**src/rtl/fpu_req_pkg.sv**
```systemverilog
// Shared types and default widths for the FPU request sequencer.
package fpu_req_pkg;

  localparam int unsigned ADDR_W   = 32;
  localparam int unsigned DIM_W    = 17;
  localparam int unsigned STRIDE_W = 19;

  typedef enum logic [2:0] {
    IDLE,
    RD_REQ,
    RD_WAIT,
    WR_REQ,
    WR_WAIT,
    DONE
  } req_state_t;

  // Frame job configuration captured at start.
  typedef struct packed {
    logic                read;
    logic                write;
    logic [DIM_W-1:0]    width;
    logic [DIM_W-1:0]    height;
    logic [ADDR_W-1:0]   rd_base;
    logic [ADDR_W-1:0]   wr_base;
    logic [STRIDE_W-1:0] in_stride;
    logic [STRIDE_W-1:0] out_stride;
  } fpu_job_t;

endpackage

```
**src/rtl/fpu_row_addr_gen.sv**
```systemverilog
// Base-plus-stride row address accumulator; wraps modulo 2^ADDR_W.
module fpu_row_addr_gen #(
  parameter int unsigned ADDR_W   = 32,
  parameter int unsigned STRIDE_W = 19
) (
  input  logic                clk,
  input  logic                rst_n,
  input  logic                load_i,
  input  logic [ADDR_W-1:0]   base_i,
  input  logic                step_i,
  input  logic [STRIDE_W-1:0] stride_i,
  output logic [ADDR_W-1:0]   addr_o
);

  logic [ADDR_W-1:0] acc_q, acc_d;

  // Load the frame base, or advance by one zero-extended row stride.
  always_comb begin
    acc_d = acc_q;
    if (load_i) begin
      acc_d = base_i;
    end else if (step_i) begin
      acc_d = acc_q + {{(ADDR_W-STRIDE_W){1'b0}}, stride_i};
    end
  end

  // Accumulator register.
  always_ff @(posedge clk or negedge rst_n) begin
    if (!rst_n) begin
      acc_q <= '0;
    end else begin
      acc_q <= acc_d;
    end
  end

  assign addr_o = acc_q;

endmodule

```
**src/rtl/fpu_request_sequencer.sv**
```systemverilog
// Walks a frame row by row issuing read/write burst requests; writes are
// gated by row-completion credits from the FPU datapath.
module fpu_request_sequencer
  import fpu_req_pkg::*;
#(
  parameter int unsigned ADDR_W   = fpu_req_pkg::ADDR_W,
  parameter int unsigned DIM_W    = fpu_req_pkg::DIM_W,
  parameter int unsigned STRIDE_W = fpu_req_pkg::STRIDE_W
) (
  input  logic                clk,
  input  logic                rst_n,
  input  logic                read,
  input  logic                write,
  input  logic [DIM_W-1:0]    width,
  input  logic [DIM_W-1:0]    height,
  input  logic [ADDR_W-1:0]   read_address,
  input  logic [ADDR_W-1:0]   write_address,
  input  logic [STRIDE_W-1:0] input_row_width,
  input  logic [STRIDE_W-1:0] output_row_width,
  output logic                making_request,
  output logic                mem_req_valid,
  input  logic                mem_req_ready,
  output logic                mem_req_we,
  output logic [ADDR_W-1:0]   mem_req_addr,
  output logic [DIM_W-1:0]    mem_req_len,
  input  logic                mem_done,
  input  logic                fpu_row_done,
  output logic                job_done
);

  req_state_t        state_q, state_d;
  fpu_job_t          job_q, job_d;
  logic [DIM_W-1:0]  row_q, row_d;
  logic [DIM_W-1:0]  credit_q, credit_d;
  logic              valid_q, valid_d;
  logic              we_q, we_d;
  logic [ADDR_W-1:0] addr_q, addr_d;
  logic [DIM_W-1:0]  len_q, len_d;

  logic              start;
  logic              last_row;
  logic              rd_step, wr_step;
  logic              credit_inc, credit_dec;
  logic [ADDR_W-1:0] rd_addr, wr_addr;

  assign start      = (state_q == IDLE) && (read || write);
  assign last_row   = (row_q == (job_q.height - DIM_W'(1)));
  assign credit_inc = fpu_row_done && (state_q != IDLE);
  assign credit_dec = valid_q && mem_req_ready && we_q;

  fpu_row_addr_gen #(
    .ADDR_W  (ADDR_W),
    .STRIDE_W(STRIDE_W)
  ) u_rd_addr (
    .clk     (clk),
    .rst_n   (rst_n),
    .load_i  (start),
    .base_i  (read_address),
    .step_i  (rd_step),
    .stride_i(job_q.in_stride),
    .addr_o  (rd_addr)
  );

  fpu_row_addr_gen #(
    .ADDR_W  (ADDR_W),
    .STRIDE_W(STRIDE_W)
  ) u_wr_addr (
    .clk     (clk),
    .rst_n   (rst_n),
    .load_i  (start),
    .base_i  (write_address),
    .step_i  (wr_step),
    .stride_i(job_q.out_stride),
    .addr_o  (wr_addr)
  );

  // Next-state, job latch, row counter and registered request fields.
  always_comb begin
    state_d = state_q;
    job_d   = job_q;
    row_d   = row_q;
    valid_d = valid_q;
    we_d    = we_q;
    addr_d  = addr_q;
    len_d   = len_q;
    rd_step = 1'b0;
    wr_step = 1'b0;

    unique case (state_q)
      IDLE: begin
        if (start) begin
          job_d.read       = read;
          job_d.write      = write;
          job_d.width      = width;
          job_d.height     = height;
          job_d.rd_base    = read_address;
          job_d.wr_base    = write_address;
          job_d.in_stride  = input_row_width;
          job_d.out_stride = output_row_width;
          row_d            = '0;
          if ((width == '0) || (height == '0)) begin
            state_d = DONE;
          end else if (read) begin
            state_d = RD_REQ;
          end else begin
            state_d = WR_REQ;
          end
        end
      end

      RD_REQ: begin
        if (!valid_q) begin
          valid_d = 1'b1;
          we_d    = 1'b0;
          addr_d  = rd_addr;
          len_d   = job_q.width;
        end else if (mem_req_ready) begin
          valid_d = 1'b0;
          state_d = RD_WAIT;
        end
      end

      RD_WAIT: begin
        if (mem_done) begin
          rd_step = 1'b1;
          if (job_q.write) begin
            state_d = WR_REQ;
          end else if (last_row) begin
            state_d = DONE;
          end else begin
            row_d   = row_q + DIM_W'(1);
            state_d = RD_REQ;
          end
        end
      end

      WR_REQ: begin
        if (!valid_q) begin
          if (credit_q != '0) begin
            valid_d = 1'b1;
            we_d    = 1'b1;
            addr_d  = wr_addr;
            len_d   = job_q.width;
          end
        end else if (mem_req_ready) begin
          valid_d = 1'b0;
          state_d = WR_WAIT;
        end
      end

      WR_WAIT: begin
        if (mem_done) begin
          wr_step = 1'b1;
          if (last_row) begin
            state_d = DONE;
          end else begin
            row_d   = row_q + DIM_W'(1);
            state_d = job_q.read ? RD_REQ : WR_REQ;
          end
        end
      end

      DONE: begin
        state_d = IDLE;
      end

      default: begin
        state_d = IDLE;
      end
    endcase
  end

  // Row credits: saturating up on datapath row completion, down on write accept.
  always_comb begin
    credit_d = credit_q;
    if (start) begin
      credit_d = '0;
    end else if (credit_inc && !credit_dec) begin
      if (credit_q != '1) begin
        credit_d = credit_q + DIM_W'(1);
      end
    end else if (credit_dec && !credit_inc) begin
      credit_d = credit_q - DIM_W'(1);
    end
  end

  // State, job and request registers.
  always_ff @(posedge clk or negedge rst_n) begin
    if (!rst_n) begin
      state_q  <= IDLE;
      job_q    <= '0;
      row_q    <= '0;
      credit_q <= '0;
      valid_q  <= 1'b0;
      we_q     <= 1'b0;
      addr_q   <= '0;
      len_q    <= '0;
    end else begin
      state_q  <= state_d;
      job_q    <= job_d;
      row_q    <= row_d;
      credit_q <= credit_d;
      valid_q  <= valid_d;
      we_q     <= we_d;
      addr_q   <= addr_d;
      len_q    <= len_d;
    end
  end

  assign making_request = (state_q != IDLE);
  assign job_done       = (state_q == DONE);
  assign mem_req_valid  = valid_q;
  assign mem_req_we     = we_q;
  assign mem_req_addr   = addr_q;
  assign mem_req_len    = len_q;

endmodule

```
**config.mk**
```make
export PLATFORM = sky130hd
export DESIGN_NAME = fpu_request_sequencer
export DESIGN_NICKNAME = d
export VERILOG_FILES = /design/src/rtl/fpu_req_pkg.sv /design/src/rtl/fpu_row_addr_gen.sv /design/src/rtl/fpu_request_sequencer.sv
export SDC_FILE = /design/constraint.sdc
export NUM_CORES = 1
export LEC_CHECK = 0
export ABC_AREA = 1
export CORE_UTILIZATION = 30
export CTS_CLUSTER_SIZE = 25
export DETAILED_ROUTE_END_ITERATION = 6
export PLACE_DENSITY = 0.5
export SLEW_MARGIN = 25
export SYNTH_ARGS = -nofsm -noshare
export SYNTH_HDL_FRONTEND = slang
export SYNTH_SLANG_ARGS = --single-unit
```
**constraint.sdc**
```tcl
create_clock -name clk -period 2.95 [get_ports clk]
set_input_delay 0.59 -clock clk [delete_from_list [all_inputs] [get_ports clk]]
set_output_delay 0.59 -clock clk [all_outputs]
set_load 0.05 [all_outputs]
```
==> out/metrics.yaml <==
synth.top_cell.area_share_pct: 39.5
place_area_um2: 17200
cp.required_ns: 2.36
min_path_cells: 2
hold_ws_ns: 0.471
violations: "DRC"
postRouteAntennaNets: 0
cts_tree: "built"
fin_cells: 2852
gp_congestion: 0.880
rows: 79
synthesis.area_um2: 14300
worstSkewPairLatency_ns: 0.57
path_clk_slew_ns: 0.06
grt_pass1_wl_um: 73000
synth_common_cells: "705 x nand2_1, 226 x dfrtp_1, 194 x nor2_1, 185 x inv_1, 120 x o21ai_0"
hold_violations: 0
fmax_mhz: 367
r2r_slack_ns: 0.27
cp-start-kind: "flip-flop"
yosysWarnings: 0
die-area_um2: 48600
maxSlewHeadroom_pct: 58.3
synth_seq_cells: 226
drc: 7
fin_nets: 2424
wirelength_um: 45400
start_util_pct: 30.6
dp_hpwl_um: 34200
netlist_top_cells_area: "dfrtp_1 39%, nand2_1 18%, nor2_1 5.1%, inv_1 4.8%, ha_1 4.8%"
track_usage_pct: 18.9
firstDrtPassIters: 7
synthFlopType: "dfrtp_1"
io_buffers: 195
arrival_ns: 2.14
clk_path_buf_depth: 3
vdd_ir_drop_max_uv: 518
hold_start: "job_q[125]"
synth_top_area_cell: "dfrtp_1"
fin_crit_sh_pct: 92.4
syn-num-nets: 2216
grt_setup_unrepaired: "false"
async_reset_ff_share_pct: 100
worst_pin_slew_ns: 0.623
synth.avg_cell_area_um2: 7.11
netlist-cell-type-count: 50
status: "finished, violations left"
viasPerCell: 4.73
antennaDiodeCount: 0
setup_tns_ns: 0
coreArea_um2: 46900
synth_cells: 2015
wl_per_cell_um: 15.9
p_leak_nw: 8.90
drive_gt1_share_pct: 6.90
synth_edf_count: 0
grt_pass1_vias: 13588
finalSetupViolCount: 0
seq_area_frac_synth_pct: 39.5
yosysMostFrequentCell: "nand2_1"
die_x_um: 221
dp.cells: 2799
crit_type: "reg -> out"
cts.sinks: 226
r2r_start: "state_q[1]"
min_to: "mem_req_len[6]"
synthToLayoutAreaGrowth_pct: 26.9
vias: 13488
r2r-end: "credit_q[16]"
grt_antenna_before_repair: 0
drv_slew: 0
reg2regPathDepth: 15
stdcell_area_um2: 18200
fillCellCount: 5008
cts_max_level: 1
period_minus_slack_ns: 2.73
postCtsSetupBuffers: 0
path_max_fanout: 5
cts_made_buffers: 28
ios: 196
critPathCaptureType: "primary output"
p_per_area_nw_per_um2: 1280
skew_ns: 0.0126
die_h_um: 221
hp-class: "reg -> reg"
grt_max_degree: 65
cts_root_buffer: "clkbuf_16"
drt_iter0_drc: 886
overflow: 0
drv_cap: 0
## how the worst max path moves through the flow
stage	from	end	slack, ns	cells past startpoint
after global routing	state_q[1]	credit_q[10]	0.006	19
final	state_q[2]	job_done	0.22	3
after CTS	state_q[2]	job_done	0.18	3
after detailed placement	mem_req_ready	credit_q[16]	-0.14	13
after global placement	mem_req_ready	credit_q[10]	-0.11	18
after floorplan	state_q[1]	credit_q[16]	0.07	20
## cell families after synthesis
family / synth area share (%)
xor+xnor: 2.93
buf+inv: 7.45
simple gates: 32.5
compound gates: 12.5
fa+ha+maj: 5.22
flops: 39.5
## routing by layer
metal | GRT usage [%] | wire, µm
met1 | 25.6 | 21500
met2 | 32.1 | 21100
met3 | 2.36 | 1730
met4 | 4.25 | 968
met5 | 0 | 0
## layout make-up
class	instances	area [µm²]	area share, %
inverter	198	746	4.10
clock buffer	41	851	4.68
tap	607	759	4.18
timing repair buffer	241	2380	13.1
multi-input combinational	1528	7630	42.0
sequential	226	5660	31.1
clock inverter	11	161	0.888
## critical path: stages (launching register included)
cell and delay (ns):
dfrtp_1 0.50, inv_2 0.07, nor3_1 0.16, clkdlybuf4s50_1 0.84
## metrics by stage
step                util [%]  total power [mW]  setup WS [ns]
finish                  38.8              23.3          0.224
global placement        36.6              19.5         -0.110
CTS                     38.8              23.5          0.176
detailed placement      36.6              19.6         -0.143
global route            38.8              25.5        0.00592
floorplan                  -              15.4         0.0678
## power breakdown
| part | switching (mW) | internal, mW |
|---|---|---|
| clock | 1.45 | 2.34 |
| combinational | 8.79 | 4.87 |
| sequential | 1.29 | 4.54 |
| total | 11.5 | 11.7 |
## sequential cells by signal, summed over array words and instances, names as in the netlist
| signal | flops |
|---|---|
| state_q | 3 |
| job_q | 74 |
| mem_req_valid | 1 |
| u_rd_addr.addr_o | 32 |
| credit_q | 17 |
| mem_req_we | 1 |
| u_wr_addr.addr_o | 32 |
| mem_req_len | 17 |
| mem_req_addr | 32 |
| row_q | 17 |
## cells in the final DEF (no fill, tap or decap), drive strengths merged, types with 12 or more instances in the layout
| cell | instances |
|---|---|
| nand2 | 710 |
| nor2 | 205 |
| xor2 | 34 |
| o31ai | 33 |
| dfrtp | 226 |
| a21oi | 73 |
| clkdlybuf4s50 | 194 |
| nor4 | 14 |
| nand4 | 31 |
| or2 | 14 |
| o211ai | 12 |
| o22ai | 16 |
| inv | 198 |
| buf | 46 |
| clkbuf | 41 |
| nand3 | 103 |
| xnor2 | 14 |
| nor3 | 27 |
| ha | 55 |
| o21ai | 137 |
## timing repair
action,CTS,global route
hold endpoints to repair,48,0
setup endpoints to repair,0,2
hold buffers,1,0
resized for setup,0,1
(Power assumes the default switching activity.)
==> RTL edit 1: new RTL, same settings <==
The package constant `DIM_W` goes from 17 to 34.
--- a/src/rtl/fpu_req_pkg.sv
+++ b/src/rtl/fpu_req_pkg.sv
@@ -4,3 +4,3 @@
   localparam int unsigned ADDR_W   = 32;
-  localparam int unsigned DIM_W    = 17;
+  localparam int unsigned DIM_W    = 34;
   localparam int unsigned STRIDE_W = 19;
Interface: changed (resized height, mem_req_len and width); port bits go from 196 to 247. No check against the original RTL was run, so the function may have changed too.
==> RTL edit 1 against the original RTL <==
  * First-iteration DRC count up 34%
  * Routed wire length up 54%
  * Global-route usage up 1.8 points
  * Worst setup slack worse by 0.17 ns
  * Register-to-register slack worse by 0.19 ns
  * Utilization up 1.8 points
  * Critical path depth up 13
  * Total power up 45%
  * Sequential cell count up 85
  * Final area up 45%
  * Synthesized area up 38%
  * Synthesized cell count up 38%
==> RTL edit 1: results (changes against the original RTL) <==
Clock tree
  – CTS Buf Count: 41 (+46%)

Routing
  – Drt pass-1 iters: 5 (-2)
  – Final wirelength: 70100 um (+54%)
  – WL/cell: 17.4 um (+9.3%)

Setup path
  – Data arrival time of the critical path: 3.33 ns (+1.19 ns)
  – FF-to-FF path depth: 16 (+1)
  – R2r setup slk: 0.08 ns (-0.19 ns)
  – Critical register-to-register path endpoint: credit_q[18]$_DFFE_PN0P_
  – Max incr delay on CP: 0.45 ns (-0.39 ns)
  – Cell family with most CP delay: simple AND/OR/NAND/NOR gates

Logic synthesis
  – Xor/xnor share of the synthesized area: 0.0361 (+0.00679)
  – Mapped cell area: 0.0198 sq mm (+38%)
  – Compound-Gate Fraction of Synth Area: 0.152 (+0.0271)
  – Synth cell types: 45 (-10%)

Placed design
  – Pre-CTS setup slack: -0.658 ns (-0.516 ns)
  – Input/output buffers: 246 (+26%)

Status
  – Status: completed

Final layout
  – Nets: 3402 (+40%)
  – Fillers: 6656 (+33%)

Hold path
  – Min-delay worst type: input pin to flip-flop

Global route
  – First-pass GRT wire length: 109000 um (+49%)
  – Largest net degree at the start of global routing: 118 (+82%)

Power and ir drop
  – Flop pwr share: 0.232 (-0.019)
  – Sw frac: 0.479 (-0.0159)
  – Maximum VDD drop: 0.562 mV (+8.6%)

Timing
  – Slew Limit Headroom: 0.499 (-0.0845)
-- RTL edit 1: logic make-up (layout without fill, tap and decap cells) --
family	Yosys count	after routing
compound gates	535	535
xor+xnor	80	80
fa+ha+maj	75	75
buf+inv	392	786
flops	311	311
simple gates	1389	1390
-- RTL edit 1: timing repair --
action / in CTS / in global routing
pin swaps: 0 / 24
resized for setup: 6 / 107
hold endpoints to repair: 29 / 0
hold buffers: 1 / 0
setup buffers: 0 / 11
gates cloned: 0 / 6
endpoints found under the setup margin: 8 / 57
-- RTL edit 1: per-layer routing --
layer  part of all wire  global-route usage
met5            0.00019                   0
met4              0.021              0.0521
met3              0.049              0.0359
met2               0.46               0.339
met1               0.47               0.282
-- RTL edit 1: layout make-up --
class / count / area (sq um) / area share
clock buffers: 61 / 1190 / 0.0453
well taps: 855 / 1070 / 0.0406
inverters: 303 / 1150 / 0.0438
multi-input cells: 2080 / 11000 / 0.418
repair inverters: 2 / 35.0 / 0.00133
repair buffers: 411 / 3930 / 0.149
flip-flops and latches: 311 / 7780 / 0.296
clock inverters: 9 / 149 / 0.00565
-- RTL edit 1: worst max-delay path by stage --
stage / start / end / depth (start not counted)
floorplan: mem_req_ready / credit_q[29]$_DFFE_PN0P_ / 16
global placement: mem_req_ready / credit_q[29]$_DFFE_PN0P_ / 18
detailed placement: mem_req_ready / credit_q[18]$_DFFE_PN0P_ / 17
CTS: mem_req_ready / credit_q[18]$_DFFE_PN0P_ / 17
global route: mem_req_we$_DFFE_PN0P_ / credit_q[18]$_DFFE_PN0P_ / 16
finish: fpu_row_done / credit_q[18]$_DFFE_PN0P_ / 16
==> RTL edit 2: new RTL, same settings <==
Made on the original files. Make the reset (`rst_n`) synchronous in 2 clocked blocks.
--- a/src/rtl/fpu_row_addr_gen.sv
+++ b/src/rtl/fpu_row_addr_gen.sv
@@ -27,3 +27,3 @@
   // Accumulator register.
-  always_ff @(posedge clk or negedge rst_n) begin
+  always_ff @(posedge clk) begin
     if (!rst_n) begin
--- a/src/rtl/fpu_request_sequencer.sv
+++ b/src/rtl/fpu_request_sequencer.sv
@@ -187,3 +187,3 @@
   // State, job and request registers.
-  always_ff @(posedge clk or negedge rst_n) begin
+  always_ff @(posedge clk) begin
     if (!rst_n) begin
Function: differs if rst_n is asserted again (counterexample within 4 cycles, from zero or initial values and one cycle with rst_n low); with rst_n held inactive, the same outputs for 4 cycles.
==> RTL edit 2 against the original RTL <==
  * Total power shrank 16%
  * Highest routed layer unchanged
  * Sequential cell count is the same
  * Routed wire length grew 1.0%
  * Final area shrank 4.6%
  * Synthesized area shrank 6.4%
  * Critical endpoint is now making_request
  * Non-clock buffer count grew 27
  * Combinational power shrank 23%
  * Worst setup slack lost 0.078 ns
  * Largest cell class unchanged
==> RTL edit 2: results (changes against the original RTL) <==
Status
  – Status: completed

Logic synthesis
  – Sequential fraction of the synthesis area: 0.337 (-0.0573)
  – Xor/xnor share of the synthesized area: 0.0477 (+0.0183)
  – Top FF cell, synth: dfxtp_1
  – Synth cell count leaders: nand2_1, a21oi_1, dfxtp_1
  – Ranking of synthesized cells by area: dfxtp_1, nand2_1, a21oi_1
  – Cells after synthesis: 1964 (-2.5%)
  – Synth cell types: 56 (+12%)
  – Asr flop ratio synth: 0 (-1.00)

Global route
  – Grt met2 use: 0.337 (+0.0155)
  – Vias in the first global route: 13200 (-3.0%)
  – Met3 usage: 0.0284 (+0.00477)
  – Largest net degree at the start of global routing: 61 (-6.2%)
  – First-pass GRT wire length: 71400 um (-2.2%)

Setup path
  – FF-to-FF path depth: 16 (+1)
  – Worst-path fanout max: 4 (-1)
  – Max incr delay on CP: 0.77 ns (-0.07 ns)

Final layout
  – Layout cell share with drive strength beyond 1: 0.0879 (+0.0188)
  – Nets: 2375 (-2.0%)

Power and ir drop
  – Clock power share: 0.190 (+0.028)
  – P per Cell Area: 1130 mW/mm^2 (-12%)

Timing
  – Worst Tran Pin Value: 0.831 ns (+0.207 ns)
  – Clock skew: 0.0160 ns (+0.00340 ns)

Routing
  – WL/cell: 16.4 um (+3.3%)
  – Vias: 13700 (+1.6%)

Placed design
  – Pre-CTS setup slack: -0.191 ns (-0.0486 ns)
  – Post-placement cell count: 2735 (-2.3%)

Clock tree
  – CTS Buf Count: 29 (+3.6%)
==> RTL edit 2: routing by layer <==
metal | wire length (um) | part of all wire | up-vias
li1 | - | - | 7053
met1 | 21100 | 0.46 | 6277
met2 | 21500 | 0.47 | 310
met3 | 2280 | 0.050 | 62
met4 | 934 | 0.020 | 0
met5 | 0 | 0 | -
==> RTL edit 2: worst paths after layout <==
check,from,to,slack (ns)
worst max-delay path,state_q[0]$_SDFFE_PN0P_,making_request,0.15
worst min-delay path,job_q[127]$_SDFFE_PN0P_,mem_req_len[8]$_SDFFE_PN0P_,0.45
worst max register to register,state_q[0]$_SDFFE_PN0P_,credit_q[14]$_SDFFE_PP0P_,0.29
worst min register to register,job_q[127]$_SDFFE_PN0P_,mem_req_len[8]$_SDFFE_PN0P_,0.45
==> RTL edit 2: final cells by class <==
type	count	area, sq um
flip-flops and latches	226	4520
clock buffers	44	892
multi-input cells	1492	7920
well taps	592	741
clock inverters	9	108
repair buffers	268	2570
inverters	157	601
fillers	4714	26800
